$ cat src/rtl/shift_rows_stream.sv
// rtl/shift_rows_stream.sv - pipelined ShiftRows/InvShiftRows stream stage with 2-entry skid buffer
`timescale 1ns/1ps

module shift_rows_stream #(
   parameter int NB    = 4,
   parameter int TAG_W = 4
) (
   input  logic              clk,
   input  logic              rst_n,
   input  logic              in_valid,
   output logic              in_ready,
   input  logic [32*NB-1:0]  in_data,
   input  logic              in_inv,
   input  logic [TAG_W-1:0]  in_tag,
   output logic              out_valid,
   input  logic              out_ready,
   output logic [32*NB-1:0]  out_data,
   output logic [TAG_W-1:0]  out_tag,
   output logic              out_inv
);

   localparam int W = 32 * NB;

   generate
      if (!(NB == 4 || NB == 6 || NB == 8)) begin : g_bad_nb
         $error("shift_rows_stream: NB must be 4, 6 or 8");
      end
      if (TAG_W < 1) begin : g_bad_tag
         $error("shift_rows_stream: TAG_W must be at least 1");
      end
   endgenerate

   // Rijndael row offsets: wide (NB=8) blocks skip offset 2.
   function automatic int row_shift(input int r);
      if (NB == 8 && r >= 2) return r + 1;
      return r;
   endfunction

   function automatic logic [W-1:0] permute(input logic [W-1:0] d, input logic inv);
      logic [W-1:0] o;
      int           r;
      int           c;
      int           src_f;
      int           src_i;
      o = '0;
      for (int k = 0; k < 4 * NB; k++) begin
         r     = k % 4;
         c     = k / 4;
         src_f = (c + row_shift(r)) % NB;
         src_i = (c - row_shift(r) + NB) % NB;
         o[8*k +: 8] = inv ? d[8*(4*src_i + r) +: 8] : d[8*(4*src_f + r) +: 8];
      end
      return o;
   endfunction

   logic              main_valid_q, main_valid_d;
   logic [W-1:0]      main_data_q,  main_data_d;
   logic [TAG_W-1:0]  main_tag_q,   main_tag_d;
   logic              main_inv_q,   main_inv_d;
   logic              skid_valid_q, skid_valid_d;
   logic [W-1:0]      skid_data_q,  skid_data_d;
   logic [TAG_W-1:0]  skid_tag_q,   skid_tag_d;
   logic              skid_inv_q,   skid_inv_d;
   logic              in_ready_q,   in_ready_d;

   logic              acc;
   logic              pop;
   logic [W-1:0]      new_data;

   assign new_data = permute(in_data, in_inv);

   always_comb begin
      main_valid_d = main_valid_q;
      main_data_d  = main_data_q;
      main_tag_d   = main_tag_q;
      main_inv_d   = main_inv_q;
      skid_valid_d = skid_valid_q;
      skid_data_d  = skid_data_q;
      skid_tag_d   = skid_tag_q;
      skid_inv_d   = skid_inv_q;
      acc          = in_valid && in_ready_q;
      pop          = main_valid_q && out_ready;

      if (!main_valid_q) begin
         if (acc) begin
            main_valid_d = 1'b1;
            main_data_d  = new_data;
            main_tag_d   = in_tag;
            main_inv_d   = in_inv;
         end
      end else if (pop) begin
         if (skid_valid_q) begin
            main_data_d  = skid_data_q;
            main_tag_d   = skid_tag_q;
            main_inv_d   = skid_inv_q;
            skid_valid_d = 1'b0;
         end else if (acc) begin
            main_data_d  = new_data;
            main_tag_d   = in_tag;
            main_inv_d   = in_inv;
         end else begin
            main_valid_d = 1'b0;
         end
      end else if (acc) begin
         skid_valid_d = 1'b1;
         skid_data_d  = new_data;
         skid_tag_d   = in_tag;
         skid_inv_d   = in_inv;
      end

      // Registered ready: no combinational path from out_ready to in_ready.
      in_ready_d = !skid_valid_d;
   end

   always_ff @(posedge clk or negedge rst_n) begin
      if (!rst_n) begin
         main_valid_q <= 1'b0;
         main_data_q  <= '0;
         main_tag_q   <= '0;
         main_inv_q   <= 1'b0;
         skid_valid_q <= 1'b0;
         skid_data_q  <= '0;
         skid_tag_q   <= '0;
         skid_inv_q   <= 1'b0;
         in_ready_q   <= 1'b0;
      end else begin
         main_valid_q <= main_valid_d;
         main_data_q  <= main_data_d;
         main_tag_q   <= main_tag_d;
         main_inv_q   <= main_inv_d;
         skid_valid_q <= skid_valid_d;
         skid_data_q  <= skid_data_d;
         skid_tag_q   <= skid_tag_d;
         skid_inv_q   <= skid_inv_d;
         in_ready_q   <= in_ready_d;
      end
   end

   assign in_ready  = in_ready_q;
   assign out_valid = main_valid_q;
   assign out_data  = main_data_q;
   assign out_tag   = main_tag_q;
   assign out_inv   = main_inv_q;

endmodule

$ cat config.mk
export PLATFORM = sky130hd
export DESIGN_NAME = shift_rows_stream
export DESIGN_NICKNAME = d
export VERILOG_FILES = /design/src/rtl/shift_rows_stream.sv
export SDC_FILE = /design/constraint.sdc
export NUM_CORES = 1
export LEC_CHECK = 0
export CORE_MARGIN = 3
export CORE_UTILIZATION = 50
export CTS_CLUSTER_SIZE = 10
export DETAILED_ROUTE_END_ITERATION = 16
export GPL_TIMING_DRIVEN = 0
export PLACE_DENSITY = 0.83
export SLEW_MARGIN = 20
export SYNTH_ARGS = -nofsm -noshare
export SYNTH_HDL_FRONTEND = slang
export SYNTH_SLANG_ARGS = --single-unit
$ cat constraint.sdc
create_clock -name clk -period 2 [get_ports clk]
set_clock_uncertainty 0.15 [all_clocks]
set_input_delay 0.5 -clock clk [delete_from_list [all_inputs] [get_ports clk]]
set_output_delay 0.5 -clock clk [all_outputs]
set_load 0.03 [all_outputs]
==> run metrics <==
CP Cell Sequence=clkdlybuf4s15_1; worst path bufs/invs=1; Least-Margin Pin Slew=0.606 ns; Register Area=6730 µm²; crit path capture type=output pin; via count=10,400; Starting Density=between 50% and 60%; die height=between 150 and 200 µm; HPWL after detailed placement=about 26,000 µm; Worst Path Arrival=1.33 ns; Pleak=7.43 nW; hold slack=-0.234 ns; RR Endpoint=out_data[23]; Setup-failing EPs final=0; VDD IR max=0.00101 V; outcome=finished with violations; gr ovfl total=0; final hold vios=78; GRT met1 Usage=40.3%; H-Tree Depth=1; synthesis warning total=0; Max Clock Freq=about 500 MHz; Yosys reg bits=269; Area growth, synth to finish=32.3%; Pins Over Slew Limit=0; commonest non-fill, non-tap cell in the layout=dfrtp_1; global-route wire length before repair=60,100 µm; filler cell count=1,838; CTS tree=yes; Placeable Area=23,700 µm²; Buffers on Ports=270; GR Util met2=45.4%; Post-Syn Area=12,200 µm²; I/O pin cnt=272; Syn Area/Cell=11.5 µm²; chip width=~160 µm; Std-Cell Rows=56; WL final=37,900 µm; antenna violations before repair=1; Final Cycle Share=99.0%; CP Launch Point=out_data[124]; Total GRT Usage=28.5%; max cap viols=0; CTS clk-pin slew, worst paths=0.06 ns; vias per std cell=6.14; failing checks=negative hold slack; pin count of the biggest net entering global routing=101; cts bufs inserted=31; total number of cells along the worst setup path=1; RSZ-0062 raised after global routing=no; top cell family by delay on the critical path=flip-flops; Synth Net Count=1,196; Reg2Reg Depth=5; Worst path slowest cell=dfrtp_1; Hold Crit Class=input port to asynchronous set/reset pin; worst-skew pair later-pin latency=~0.54 ns; clock sinks=roughly 270; Post-DRT Antenna Nets=0; critical path class=flop to output pin; fin area=approximately 16,000 µm²; CP required=1.35 ns; Synth cell types=22; crit path to=out_data[124]; global routing's busiest layer=met2; clk root buf=clkbuf_16; Placer Congestion=0.856; Slew HR=59.6%; Multi-input gate area=4910 µm²; vias in the first global route=10,800; CP Launch Type=flop; sequential area share after synthesis=55.3%; Longest Clk Path Bufs=3; Largest stage delay, worst path=0.40 ns; Total Nets Final=1,504; Pre-Repair DR Iteration Count=6; Post-DP Area=approximately 15,000 µm²; met3 GRT Util=4.79%; most frequent cells in the layout=dfrtp_1 (269), clkdlybuf4s50_1 (134), dlygate4sd2_1 (75); routed len/inst=between 20 and 25 µm; flop-to-flop setup slack=0.10 ns; Syn Inst Count=1,059; layout cell share with drive strength beyond 1=15.5%; die footprint=26,200 µm²; r2r startpoint=out_valid; Period minus WS final=roughly 2 ns; power per cell area=1660 nW/µm²; initial detailed-routing violation count=970; drt drc=0; Critical Path Fanout Max=2
==> state kept, by name, summed over array words and instances, names as in the netlist, named ones only <==
signal,cells
out_valid,1
out_inv,1
in_ready,1
skid_data_q,128
skid_inv_q,1
skid_tag_q,4
out_data,128
out_tag,4
==> worst min-delay path by stage <==
stage                          from                          to  slack [ns]  cells after the start
finish                        rst_n                out_data[57]       -0.23                      1
global route                  rst_n                out_data[57]       -0.19                      1
CTS                           rst_n                out_data[56]       -0.20                      1
detailed placement  skid_data_q[91]             skid_data_q[91]        0.32                      2
global placement    skid_data_q[10]             skid_data_q[10]        0.31                      2
floorplan                     rst_n  asynchronous set/reset pin        0.05                      0
==> final cells by class <==
type,instances,area share [%]
multi-input cells,673,30.5
plain buffers,116,3.72
repair buffers,276,16.3
flip-flops and latches,269,41.8
clock buffers,37,5.02
clock inverters,1,0.187
diodes,1,0.0155
well taps,319,2.48
==> metrics by stage <==
| step | util, % | std cells | setup TNS (ns) | setup slack [ns] | power, mW |
|---|---|---|---|---|---|
| 3_5_place_dp | 64.7 | 1650 | -160.09 | -0.851 | 22.4 |
| 5_1_grt | 68.0 | 1692 | 0 | 0.000252 | 28.2 |
| 6_report | 68.0 | 1692 | 0 | 0.0193 | 26.8 |
| 3_3_place_gp | 64.5 | 1648 | -3113.99 | -11.05 | 22.0 |
| 2_1_floorplan | - | 1059 | 0 | 0.262 | 17.2 |
| 4_1_cts | 67.7 | 1687 | -0.0200 | -0.0200 | 26.6 |
==> layer usage <==
metal | vias up | part of all wire (%) | wire [µm]
li1 | 4611 | - | -
met1 | 5239 | 43 | 16300
met2 | 449 | 47 | 17700
met3 | 88 | 6.9 | 2620
met4 | 0 | 3.4 | 1310
met5 | - | 0 | 0
==> report_power, final <==
part	internal, mW	switching [mW]	leakage, nW
Clock	2.90	2.05	0.409
Sequential	8.08	1.46	3.31
Combinational	4.67	7.59	3.71
==> synthesized netlist by cell type <==
library cell / count / area share [%]
a31oi_1: 69 / 3.5
nand2b_1: 1 / 0.051
mux2_2: 69 / 6.4
clkbuf_1: 59 / 1.8
and2_1: 2 / 0.10
o2bb2ai_1: 69 / 5.0
buf_4: 15 / 0.93
nor2_1: 1 / 0.031
a22o_1: 64 / 4.6
and3_1: 69 / 3.5
nand4b_2: 1 / 0.12
o21ai_0: 64 / 2.6
a21oi_1: 1 / 0.041
o31ai_1: 64 / 3.9
mux2i_1: 64 / 5.3
a21o_1: 1 / 0.062
nor2b_1: 1 / 0.051
buf_2: 43 / 1.8
nand2_1: 67 / 2.1
nand3_1: 65 / 2.7
dfrtp_1: 269 / 55
o21ai_2: 1 / 0.072
==> timing repair <==
item,in CTS,in global routing
hold endpoints to repair,78,78
resized for setup,163,117
setup endpoints to repair,259,186
setup buffers,0,4
==> kinds of logic (layout without fill, tap and decap cells) <==
family	count (synthesis)	count (layout)	share of synthesized area (%)
AOI/OAI and AO/OA	333	333	19.9
buffers and inverters	117	430	4.51
DFF	269	269	55.3
muxes	133	133	11.6
other	0	1	0
and+or+nand+nor	207	207	8.65
(Power assumes the default switching activity.)
